### src/rtl/bus_xfer_pkg.sv
// rtl/bus_xfer_pkg.sv - shared state codes, default widths and enable decode for bus_xfer_sched
package bus_xfer_pkg;
    localparam int NREQ_DEF   = 4;
    localparam int NREG_DEF   = 8;
    localparam int IDXW_DEF   = 3;
    localparam int SETTLE_DEF = 1;

    typedef logic [2:0] state_t;
    localparam state_t S_IDLE  = 3'd0;
    localparam state_t S_DRIVE = 3'd1;
    localparam state_t S_LATCH = 3'd2;
    localparam state_t S_CLEAR = 3'd3;
    localparam state_t S_DONE  = 3'd4;

    // Active-low one-hot; callers truncate to their register count.
    function automatic logic [31:0] idx_dec_n(input logic [4:0] idx);
        logic [31:0] v;
        v = '1;
        v[idx] = 1'b0;
        return v;
    endfunction
endpackage

### src/rtl/rr_arbiter.sv
// rtl/rr_arbiter.sv - round-robin grant scan starting at an external pointer
module rr_arbiter #(
    parameter int N  = 4,
    parameter int PW = 2
) (
    input  logic [N-1:0]  req,
    input  logic [PW-1:0] ptr,
    output logic [N-1:0]  gnt
);
    logic          found;
    logic [PW-1:0] idx;

    always_comb begin
        gnt   = '0;
        found = 1'b0;
        idx   = '0;
        for (int k = 0; k < N; k++) begin
            idx = PW'((32'(ptr) + 32'(k)) % 32'(N));
            if (!found && req[idx]) begin
                gnt[idx] = 1'b1;
                found    = 1'b1;
            end
        end
    end
endmodule

### src/rtl/bus_xfer_sched.sv
// rtl/bus_xfer_sched.sv - round-robin sequencer driving oe_n/en_n/clr_n of a shared tristate register bus
module bus_xfer_sched
    import bus_xfer_pkg::*;
#(
    parameter int NREQ   = NREQ_DEF,
    parameter int NREG   = NREG_DEF,
    parameter int IDXW   = IDXW_DEF,
    parameter int SETTLE = SETTLE_DEF
) (
    input  logic                 clk,
    input  logic                 rst,
    input  logic [NREQ-1:0]      req,
    input  logic [NREQ-1:0]      req_clr,
    input  logic [NREQ*IDXW-1:0] req_src,
    input  logic [NREQ*IDXW-1:0] req_dst,
    output logic [NREQ-1:0]      accept,
    output logic [NREQ-1:0]      done,
    output logic                 err,
    output logic                 busy,
    output logic [NREG-1:0]      oe_n,
    output logic [NREG-1:0]      en_n,
    output logic [NREG-1:0]      clr_n
);
    localparam int PW = (NREQ > 1) ? $clog2(NREQ) : 1;

    state_t            state_q, state_d;
    logic [PW-1:0]     ptr_q, ptr_d, ptr_win;
    logic [IDXW-1:0]   src_q, src_d, dst_q, dst_d;
    logic [IDXW-1:0]   win_src, win_dst;
    logic              win_clr, bad_idx, err_d;
    logic [NREQ-1:0]   owner_q, owner_d, grant;
    logic [3:0]        cnt_q, cnt_d;
    logic [NREG-1:0]   src_dec, dst_dec;

    rr_arbiter #(.N(NREQ), .PW(PW)) u_arb (
        .req (req),
        .ptr (ptr_q),
        .gnt (grant)
    );

    assign accept = (state_q == S_IDLE) ? grant : '0;
    assign busy   = (state_q != S_IDLE);

    always_comb begin
        win_src = '0;
        win_dst = '0;
        win_clr = 1'b0;
        ptr_win = ptr_q;
        for (int i = 0; i < NREQ; i++) begin
            if (grant[i]) begin
                win_src = req_src[i*IDXW +: IDXW];
                win_dst = req_dst[i*IDXW +: IDXW];
                win_clr = req_clr[i];
                ptr_win = PW'((i + 1) % NREQ);
            end
        end
    end

    // A clear ignores its source field, so only the destination is range-checked.
    assign bad_idx = (32'(win_dst) >= NREG) || (!win_clr && (32'(win_src) >= NREG));

    always_comb begin
        state_d = state_q;
        ptr_d   = ptr_q;
        src_d   = src_q;
        dst_d   = dst_q;
        owner_d = owner_q;
        cnt_d   = cnt_q;
        err_d   = 1'b0;
        case (state_q)
            S_IDLE: begin
                if (|grant) begin
                    ptr_d   = ptr_win;
                    src_d   = win_src;
                    dst_d   = win_dst;
                    owner_d = grant;
                    cnt_d   = 4'(SETTLE - 1);
                    if (bad_idx) begin
                        state_d = S_DONE;
                        err_d   = 1'b1;
                    end else if (win_clr) begin
                        state_d = S_CLEAR;
                    end else begin
                        state_d = S_DRIVE;
                    end
                end
            end
            S_DRIVE: begin
                if (cnt_q == 4'd0) state_d = S_LATCH;
                else               cnt_d   = cnt_q - 4'd1;
            end
            S_LATCH, S_CLEAR: state_d = S_DONE;
            default:          state_d = S_IDLE;
        endcase
    end

    // Enables are registered from the next state so each pin changes only at a clock edge.
    assign src_dec = NREG'(idx_dec_n(5'(src_d)));
    assign dst_dec = NREG'(idx_dec_n(5'(dst_d)));

    always_ff @(posedge clk) begin
        if (rst) begin
            state_q <= S_IDLE;
            ptr_q   <= '0;
            src_q   <= '0;
            dst_q   <= '0;
            owner_q <= '0;
            cnt_q   <= '0;
            oe_n    <= '1;
            en_n    <= '1;
            clr_n   <= '1;
            done    <= '0;
            err     <= 1'b0;
        end else begin
            state_q <= state_d;
            ptr_q   <= ptr_d;
            src_q   <= src_d;
            dst_q   <= dst_d;
            owner_q <= owner_d;
            cnt_q   <= cnt_d;
            oe_n    <= (state_d == S_DRIVE || state_d == S_LATCH) ? src_dec : '1;
            en_n    <= (state_d == S_LATCH) ? dst_dec : '1;
            clr_n   <= (state_d == S_CLEAR) ? dst_dec : '1;
            done    <= (state_d == S_DONE) ? owner_d : '0;
            err     <= err_d;
        end
    end
endmodule

### config.mk
export PLATFORM = sky130hd
export DESIGN_NAME = bus_xfer_sched
export DESIGN_NICKNAME = d
export VERILOG_FILES = /design/src/rtl/bus_xfer_pkg.sv /design/src/rtl/rr_arbiter.sv /design/src/rtl/bus_xfer_sched.sv
export SDC_FILE = /design/constraint.sdc
export NUM_CORES = 1
export LEC_CHECK = 0
export ABC_AREA = 1
export CORE_MARGIN = 8
export CORE_UTILIZATION = 25
export DETAILED_ROUTE_END_ITERATION = 8
export PLACE_DENSITY = 0.57
export SYNTH_ARGS = -nofsm -noshare
export SYNTH_HDL_FRONTEND = slang
export SYNTH_SLANG_ARGS = --single-unit
### constraint.sdc
create_clock -name clk -period 3.5 [get_ports clk]
set_input_delay 0.525 -clock clk [delete_from_list [all_inputs] [get_ports clk]]
set_output_delay 0.525 -clock clk [all_outputs]
set_load 0.02 [all_outputs]
# --- Yosys cells after proc, flatten, opt, wreduce, memory -nomap -nowiden ---
# Cells that the tools add are included.
word_totals:
  regBits: 47
  latchBits: 0
  ramBits: 0
  rom_bits: 0
  input_bits: 34
  elab_cells: 127
  n_memories: 0
classes:
  n_addsub: 4
  multipliers: 0
  div_mod_pow: 0
  magnitude_cmp: 12
  eq_ne: 9
  n_shift: 0
  n_mux: 57
  bitwise_logic: 9
  n_reduce_logical: 26
op_table:
  columns: ["op", "count"]
  rows:
  - ["$mux 3", 14]
  - ["$mux 4", 9]
  - ["$mux 1", 17]
  - ["$not 8->8", 2]
  - ["$eq 3x2->1 const B", 4]
  - ["$lt 2x3->1 const B", 4]
  - ["$lt 3x6->1 const B", 2]
  - ["$or 4x4->4", 3]
  - ["$mux 2", 5]
  - ["$reduce_or 2->1", 5]
  - ["$logic_and 1x1->1", 9]
  - ["$pmux 3 s3", 1]
  - ["$bmux 1 s2", 4]
  - ["$demux 1 s2", 4]
  - ["$ge 2x1->1 const B", 4]
  - ["$pmux 4 s2", 1]
  - ["$demux 1 s3", 2]
  - ["$eq 3x1->1 const B", 2]
  - ["$ge 3x1->1 const B", 2]
  - ["$reduce_and 3->1", 2]
  - ["$add 2x2->2 const B", 2]
  - ["$logic_not 4->1", 1]
  - ["$not 1->1", 4]
  - ["$reduce_bool 4->1", 1]
  - ["11 further kinds", 13]

# --- Depth between registers and ports, before layout ---
# Gate-level depths: netlist (run 1).
logic_depth:
  depth_word: 23
  ltp_mapped: 18
  depth_no_buf: 18

# --- By module ---
# From an unflattened synthesis (run 1), not the netlist that was laid out.
hier_totals:
  hier_cells: 331
  area_unflattened_um2: 2424.8
by_module_without_submodules:
  columns: ["module", "n_inst", "cells_per_inst", "area_per_inst_um2"]
  rows:
  - ["bus_xfer_sched", 1, 258, 2025.7]
  - ["rr_arbiter", 1, 73, 399.1]

# --- Worst setup path before layout (run 1) ---
# No wires, ideal clock.
synth_timing:
  path_kind: "register to output"
  start: "reg ptr_q[0]"
  end: "out accept[3]"
  arrival_time_ps: 2057
  required_time_ps: 2975
  slack_ps: 918
  stages_incl_launch_ff: 13
  n_path_buf: 1
  path_cell_list: "dfxtp_1 inv_2 ha_1 inv_1 nand3_1 nand2_1 nand2_4 nor2_4 nand2_1 nand3_2 buf_6 inv_2 nor2_1"
synth_between:
  elab_chain_cells: 13
  word_cells_on_any_way: 48
  classes_between: "3 x add/sub; 8 x order compare; 24 x mux; 3 x bitwise; 10 x reduce/logical"
synth_lines:
  columns: ["element", "line", "text"]
  rows:
  - ["start: declaration", "bus_xfer_sched.sv:27", "logic [PW-1:0] ptr_q, ptr_d, ptr_win;"]
  - ["start signal: assignment", "bus_xfer_sched.sv:116", "ptr_q <= ptr_d;"]
  - ["parallel branches: the longest is 11 deep, another holds $lt 2x3->1", null, null]
  - ["$mux 4 *", "rr_arbiter.sv:19", "if (!found && req[idx]) begin"]
  - ["$mux 4 *", "bus_xfer_sched.sv:41", "assign accept = (state_q == S_IDLE) ? grant : '0;"]
  - ["end: declaration", "bus_xfer_sched.sv:16", "output logic [NREQ-1:0] accept,"]
# Every way passes the cells marked *. The select of a mux whose other input is x is not followed.

# --- Worst setup path after layout (run 1) ---
layout_timing:
  start: "reg ptr_q[1]"
  end: "out accept[3]"
# The elaborated chain is that of the path after synthesis.

==> results of run 1 <==
[cells in the mapped netlist (all sizes together) (2+ instances only)]
master  instances
dfxtp          47
nor2           64
o21ai           4
clkbuf          2
nand3          58
a21oi          14
ha              9
buf             3
nor3            3
inv            41
nand2          85
[layer usage]
| metal | track usage [%] | routed length [um] | share of wire, % |
|---|---|---|---|
| met1 | 13.66 | 3290 | 47 |
| met2 | 17.71 | 3039 | 43 |
| met3 | 3.586 | 596 | 8.5 |
| met4 | 2.484 | 77 | 1.1 |
| met5 | 0 | 0 | 0 |
[critical path, stage by stage, from the launching register on]
cell and delay (ns):
dfxtp_2 0.42, inv_1 0.08, ha_1 0.33, inv_1 0.11, nand3_1 0.08, nand2_1 0.12
nand2_4 0.07, nor2_4 0.13, nand2_1 0.09, nand3_2 0.10, inv_2 0.04, nor2_1 0.15
clkdlybuf4s50_1 0.64
[cell families (layout without fill, tap and decap cells)]
logic type,count (synthesis),in the layout
fa+ha+maj,9,9
compound gates,22,22
simple gates,211,211
buf+inv,47,122
flops,47,47
other cells,1,1
[sequential cells by signal, indices dropped and copies added (netlist names)]
signal and count:
done 4, dst_q 3, oe_n 8, clr_n 8
en_n 8, ptr_q 2, owner_q 4, cnt_q 4
src_q 3, state_q 3
[how the worst max path moves through the flow]
stage,start,to,slack (ns),depth (start not counted)
global placement,req[3],accept[2],0.44,11
CTS,ptr_q[1],accept[2],0.13,12
detailed placement,req[3],accept[2],0.38,11
finish,ptr_q[1],accept[3],0.29,12
global route,ptr_q[1],accept[1],0.08,12
floorplan,ptr_q[0],accept[3],0.92,12
[cell type report]
| type | count | area (um^2) |
|---|---|---|
| timing repair buffer | 72 | 705.7 |
| sequential | 47 | 942.2 |
| tap | 133 | 166.4 |
| inverter | 42 | 157.7 |
| clock buffer | 6 | 82.58 |
| multi-input combinational | 243 | 1282 |
| fill | 1038 | 6241 |
| clock inverter | 2 | 16.27 |
[where the power goes]
part	switching [W]	internal (W)	total [W]
clock	0.000194	0.000162	0.000355
combinational	0.00140	0.000695	0.00209
sequential	0.0000426	0.000643	0.000685
[per-stage QoR]
stage | total power (W) | utilization [%]
after floorplan | 0.002245 | -
after global placement | 0.002760 | 33.91
after detailed placement | 0.002786 | 33.91
after CTS | 0.003149 | 34.94
after global routing | 0.003419 | 34.95
final | 0.003133 | 34.95
==> flow_summary.yaml, run 1 <==
clock_network:
  cts_tree: "built"
  clock_latency_ns: 0.30
  cts_buffer_depth: 2
  cts.repair.resized: 0
  ctsHtreeMaxLevel: 2
  cts_buffers: 5
  cts_sinks: 47
  clk_pin_slew_worst_paths_ns: 0.09
  root_buffer: "clkbuf_8"
  holdBufCountCts: 0
  postCtsSetupBuffers: 0
detailed_routing:
  via_per_inst: 4.316
  wire_per_inst_um: 12.85
  drc: 0
  via_count: 2352
  routed_wl_um: 7003
  drtIter0Drc: 137
  drt-pass1-iter-count: 4
  final_antenna_net_count: 0
final_layout:
  area_growth_syn_to_layout_pct: 38.64
  final_cell_mix: "75 x nand2_1, 66 x clkdlybuf4s50_1, 52 x nor2_1"
  final_cells: 545
  final_nets: 454
  antenna_cells: 0
  stdcell_area_um2: 3353
  layout_commonest_cell: "nand2_1"
  drive_gt1_share_pct: 12.62
worst_setup_path:
  worstSetupPathType: "reg2out"
  arrival_ns: 2.69
  worstReg2RegStart: "ptr_q[1]"
  crit_fanout: 7
  critPathCaptureType: "output pin"
  r2r_end: "oe_n[3]"
  r2r_slack_ns: 0.66
  start_kind: "flop"
  ff2ff_path_depth: 17
  cp_data_required_time_ns: 2.97
logic_synthesis:
  synthXorXnorAreaFrac_pct: 0
  synth_cell_types: 29
  synth_area_leaders: "dfxtp_1 39%, nand2_1 12%, nand3_1 10%"
  synth-seq-cells: 47
  synth_cells: 337
  synth-simple-area-share_pct: 42.52
  synth_flop_cell: "dfxtp_1"
  synth_compound_area_share_pct: 5.691
  seq_area_frac_synth_pct: 38.90
  synth_area_um2: 2419
  yosysTopAreaCellShare_pct: 38.90
  synth_fa_ha_area_share_pct: 4.656
  yosysTopAreaCell: "dfxtp_1"
  async_flop_share_pct: 0
  syn_nets: 380
  syn_avg_cell_area_um2: 7.177
  synthMuxAreaShare_pct: 0
  synth-edff-count: 0
  synth_top_family_by_area: "simple AND/OR/NAND/NOR gates"
  synth_warnings: 0
die:
  die_y_um: 114.4
  dieArea_um2: 13080
  chipWidth_um: 114.4
  coreArea_um2: 9594
  num_rows: 36
  io_pins: 68
  start_util_pct: 25.21
placed_design:
  hpwl_um: 5547
  dp_slack_ns: 0.3753
  gp_congestion: 0.8934
  dp.cells: 537
  place_area_um2: 3253
  port_buffers: 66
global_routing:
  overflow: 0
  grt_pass1_vias: 2310
  grt_max_degree: 19
  grt_pass1_wl_um: 11320
  antenna_found_initial: 0
  track_usage_pct: 10.91
sta:
  max_freq_mhz: 311.3
  worstMarginPinSlew_ns: 0.5787
  min_period_ns: 3.212
  finalSetupViolCount: 0
  fin_ws_ns: 0.2880
  finalClockSkew_ns: 0.01335
  relSlewSlack_pct: 61.28
  drv_slew: 0
  final_hold_viol_count: 0
  fin_setup_tns_ns: 0
  whs_ns: 0.4932
  fin_crit_sh_pct: 91.77
  rsz0062_at_grt: "no"
min_path:
  worstHoldEndpoint: "cnt_q[0]"
  hold_depth: 2
  min-delay-path-class: "reg2reg"
  hp-start: "cnt_q[0]"
power:
  powerDensity_nw_per_um2: 934.4
  ir_drop_v: 0.0004615
  power.leakage_nw: 1.534
run:
  cap_violations: 0
status:
  outcome: "finished clean"
Note: power is estimated with default switching activity, not from simulation.
==> inputs of run 2 (changes only) <==
SYNTH_HIERARCHICAL = 1   (was not set)
==> run 2 against run 1 <==
Hold slack got worse by 0.053 ns; combinational power decreased by 7%; die area increased by 0.23%; synthesized area increased by 0.26%; largest cell class unchanged.
==> flow_summary.yaml, run 2 <==
sta:
  rsz0062_at_grt: "no"
  relSlewSlack_pct: 56.75
  worstMarginPinSlew_ns: 0.6467
  fin_crit_sh_pct: 93.34
  fin_setup_tns_ns: 0
  finalSetupViolCount: 0
  finalClockSkew_ns: 0.005991
  max_freq_mhz: 306.1
  drv_slew: 0
  min_period_ns: 3.267
  final_hold_viol_count: 0
worst_setup_path:
  critPathCaptureType: "output pin"
  cpLargestDelayFamily: "buffers and inverters"
  crit_buf_inv: 4
  r2r_slack_ns: 0.67
  cp_data_required_time_ns: 2.97
  worstSetupPathType: "reg2out"
  path_cells: "inv_2 -> ha_1 -> inv_1 -> nand3_1 -> nand2_1 -> nand2_4 -> nor2_4 -> nand2_1 -> nand3_1 -> inv_2 -> nor2_1 -> clkdlybuf4s50_1"
  crit_fanout: 9
  cpMaxStageDelayCell: "clkdlybuf4s50_1"
  start_kind: "flop"
  max_stage_delay_ns: 0.64
  arrival_ns: 2.74
logic_synthesis:
  syn_nets: 373
  synth_flop_cell: "dfxtp_1"
  synth_commonest_cells: "64 x nand2_1, 56 x nand3_1, 47 x dfxtp_1, 47 x nor2_1, 32 x inv_1"
  synth_warnings: 6
  syn_avg_cell_area_um2: 7.326
  synth-seq-cells: 47
  synth_area_um2: 2425
  synth_area_leaders: "dfxtp_1 39%, nand3_1 12%, nand2_1 9.9%"
  synth_cells: 331
  async_flop_share_pct: 0
  synth-edff-count: 0
  synthMostInstantiatedCell: "nand2_1"
  synth_cell_types: 32
  yosysTopAreaCellShare_pct: 38.80
  yosysTopAreaCell: "dfxtp_1"
  seq_area_frac_synth_pct: 38.80
clock_network:
  holdBufCountCts: 0
  cts_buffers: 5
  clk_pin_slew_worst_paths_ns: 0.09
  postCtsSetupBuffers: 0
  cts.repair.resized: 0
  clock_latency_ns: 0.30
  cts_sinks: 47
  root_buffer: "clkbuf_8"
  cts_buffer_depth: 2
  cts_tree: "built"
  ctsHtreeMaxLevel: 2
die:
  io_pins: 68
  num_rows: 36
  chipWidth_um: 114.5
  coreArea_um2: 9594
  die_y_um: 114.5
  start_util_pct: 25.27
  dieArea_um2: 13110
detailed_routing:
  drtIter0Drc: 84
  via_per_inst: 4.158
  via_count: 2237
  routed_wl_um: 6663
  drt-pass1-iter-count: 4
  drc: 0
  wire_per_inst_um: 12.38
  final_antenna_net_count: 0
placed_design:
  gp_congestion: 0.7898
  hpwl_um: 5355
  port_buffers: 66
  dp.cells: 530
power:
  powerDensity_nw_per_um2: 900.4
  power.leakage_nw: 1.459
  ir_drop_v: 0.0002446
  p_total_w: 0.003027
final_layout:
  final_cell_mix: "66 x clkdlybuf4s50_1, 64 x nand2_1, 56 x nand3_1"
  antenna_cells: 0
  area_growth_syn_to_layout_pct: 38.65
  drive_gt1_share_pct: 13.33
  final_nets: 446
  final_cells: 538
  largest_registers: "clr_n x8, en_n x8, oe_n x8"
  post-route-util_pct: 35.04
  layout_commonest_cell: "clkdlybuf4s50_1"
global_routing:
  grt_max_degree: 19
  grt_pass1_wl_um: 10920
  grt_pass1_vias: 2312
  overflow: 0
  track_usage_pct: 10.42
  antenna_found_initial: 0
status:
  outcome: "finished clean"
min_path:
  min-delay-path-class: "reg2reg"
run:
  cap_violations: 0
[run 2: worst paths after layout]
check | startpoint | to | depth (start not counted)
hold reg to reg | state_q[2] | state_q[2] | 1
setup / recovery | ptr_q[0] | accept[3] | 12
hold / removal | state_q[2] | state_q[2] | 1
setup reg to reg | ptr_q[0] | clr_n[2] | 17
[run 2: final cells by class]
| class | instances | area [um^2] |
|---|---|---|
| Clock buffer | 5 | 68.82 |
| Clock inverter | 3 | 47.55 |
| Fill cell | 1010 | 6232 |
| Inverter | 40 | 155.1 |
| Multi-Input combinational cell | 237 | 1270 |
| Sequential cell | 47 | 940.9 |
| Tap cell | 133 | 166.4 |
| Timing Repair Buffer | 73 | 713.2 |
[run 2: logic make-up after synthesis]
family	Yosys count	share of synthesized area [%]
simple gates	205	42.52
buf+inv	47	8.823
flops	47	38.80
compound gates	23	5.573
fa+ha+maj	8	4.128
other cells	1	0.1547
[run 2: through the flow]
step                      setup slack (ns)  area, um^2  hold WS, ns
after global routing               0.01818        3362       0.4497
after detailed placement            0.3154        3246       0.4304
after CTS                           0.2100        3362       0.4427
final                               0.2332        3362       0.4400
after floorplan                     0.8588        2425       0.4105
after global placement              0.3356        3246       0.4276
[run 2: report_power, final]
group          switching [W]  leakage [nW]  internal [W]
logic                0.00129          1.02      0.000654
registers          0.0000361         0.383      0.000639
clock network       0.000191        0.0587      0.000217
[run 2: routing by layer]
layer | routed length, um | vias to the layer above | global-route usage (%)
met5 | 0 | - | 0
met4 | 98 | 0 | 3.815
met3 | 205 | 5 | 1.635
met2 | 3352 | 32 | 19.05
met1 | 3006 | 1006 | 11.84
li1 | - | 1194 | -
==> inputs of run 3 (changes only) <==
CELL_PAD_IN_SITES_DETAIL_PLACEMENT = 1   (was not set)
CELL_PAD_IN_SITES_GLOBAL_PLACEMENT = 2   (was not set)
PLACE_DENSITY = 0.87   (was 0.57)
SLEW_MARGIN = 15   (was not set)
==> run 3 against run 2 <==
Clock power increased by 2%; hold slack gained 0.0063 ns; via count up 4.0%; core utilization increased by 0.065 points; critical endpoint unchanged; largest power group unchanged; highest routed layer unchanged.
==> flow_summary.yaml, run 3 (synthesized netlist as in run 2, its figures left out) <==
status:
  outcome: "finished clean"
die:
  num_rows: 36
  dieArea_um2: 13110
  start_util_pct: 25.27
  chipWidth_um: 114.5
  io_pins: 68
  coreArea_um2: 9594
  die_y_um: 114.5
sta:
  relSlewSlack_pct: 62.79
  drv_slew: 0
  min_period_ns: 3.240
  fin_setup_tns_ns: 0
  max_freq_mhz: 308.6
  finalSetupViolCount: 0
  finalClockSkew_ns: 0.01291
  final_hold_viol_count: 0
  worstMarginPinSlew_ns: 0.5561
  fin_crit_sh_pct: 92.58
  rsz0062_at_grt: "no"
clock_network:
  ctsHtreeMaxLevel: 2
  cts_sinks: 47
  postCtsSetupBuffers: 0
  clock_latency_ns: 0.30
  cts_tree: "built"
  cts_buffers: 5
  clk_pin_slew_worst_paths_ns: 0.09
  root_buffer: "clkbuf_8"
  cts.repair.resized: 0
  holdBufCountCts: 0
  cts_buffer_depth: 2
final_layout:
  antenna_cells: 0
  stdcell_area_um2: 3368
  layout_commonest_cell: "clkdlybuf4s50_1"
  final_cell_mix: "66 x clkdlybuf4s50_1, 64 x nand2_1, 56 x nand3_1"
  final_nets: 447
  largest_registers: "clr_n x8, en_n x8, oe_n x8"
  drive_gt1_share_pct: 13.55
  area_growth_syn_to_layout_pct: 38.91
detailed_routing:
  routed_wl_um: 7565
  drtIter0Drc: 82
  wire_per_inst_um: 14.04
  drc: 0
  via_count: 2326
  via_per_inst: 4.315
  drt-pass1-iter-count: 4
  final_antenna_net_count: 0
placed_design:
  gp_congestion: 0.7818
  hpwl_um: 6107
  port_buffers: 66
  place_area_um2: 3253
worst_setup_path:
  arrival_ns: 2.72
  worstSetupPathType: "reg2out"
  critPathCaptureType: "output pin"
  cp_data_required_time_ns: 2.97
  start_kind: "flop"
  crit_fanout: 8
global_routing:
  track_usage_pct: 12.07
  antenna_found_initial: 0
  grt_pass1_wl_um: 12660
  grt_max_degree: 19
  grt_pass1_vias: 2551
  overflow: 0
power:
  powerDensity_nw_per_um2: 917.8
  power.leakage_nw: 1.459
  ir_drop_v: 0.0003332
run:
  cap_violations: 0
min_path:
  min-delay-path-class: "reg2reg"
run 3: cell types whose count changed in the layout (fill, tap and decap cells not counted), sizes merged:
| cell | delta |
|---|---|
| clkinv | -1 |
| clkinvlp | +1 |
| buf | +1 |
run 3: per-layer routing:
layer	vias up	global-route usage, %	routed length [um]
met2	32	21.64	3931
li1	1193	-	-
met4	0	3.815	53
met1	1099	14.24	3362
met3	2	1.951	216
met5	-	0	0
run 3: power by group:
group | internal, W | switching [W] | leakage, nW
sequential | 0.000639 | 0.0000360 | 0.383
clock | 0.000215 | 0.000201 | 0.0548
combinational | 0.000660 | 0.00134 | 1.02
total | 0.00151 | 0.00158 | 1.46
run 3: worst paths after layout:
path,start,end,slack [ns],depth (start not counted)
min reg2reg,state_q[2],state_q[2],0.45,1
max,ptr_q[1],accept[3],0.26,12
max reg2reg,ptr_q[1],clr_n[5],0.61,17
min,state_q[2],state_q[2],0.45,1
run 3: layout make-up:
cell class	instances	area, um^2
clock buffer	5	68.82
multi-input combinational	237	1270
inverter	40	155.1
fill	1179	6226
tap	133	166.4
timing repair buffer	74	720.7
clock inverter	3	46.29
sequential	47	940.9
run 3: critical path, cell delays in order, from the launching register on:
cell and delay (ns):
dfxtp_1 0.34, inv_1 0.11, ha_1 0.35, inv_1 0.12, nand3_1 0.09, nand2_1 0.12, nand2_4 0.08, nor2_4 0.13
nand2_1 0.06, nand3_1 0.10, inv_2 0.10, nor2_1 0.16, clkdlybuf4s50_1 0.65
run 3: through the flow:
stage | setup slack [ns] | util (%) | power, W | hold WS, ns | instances
after floorplan | 0.8588 | - | 0.002162 | 0.4105 | 331
after global placement | 0.3594 | 33.91 | 0.002664 | 0.4321 | 531
after detailed placement | 0.3163 | 33.91 | 0.002704 | 0.4359 | 531
after CTS | 0.2047 | 35.11 | 0.003135 | 0.4503 | 539
after global routing | 0.02140 | 35.11 | 0.003400 | 0.4708 | 539
final | 0.2596 | 35.11 | 0.003091 | 0.4463 | 539
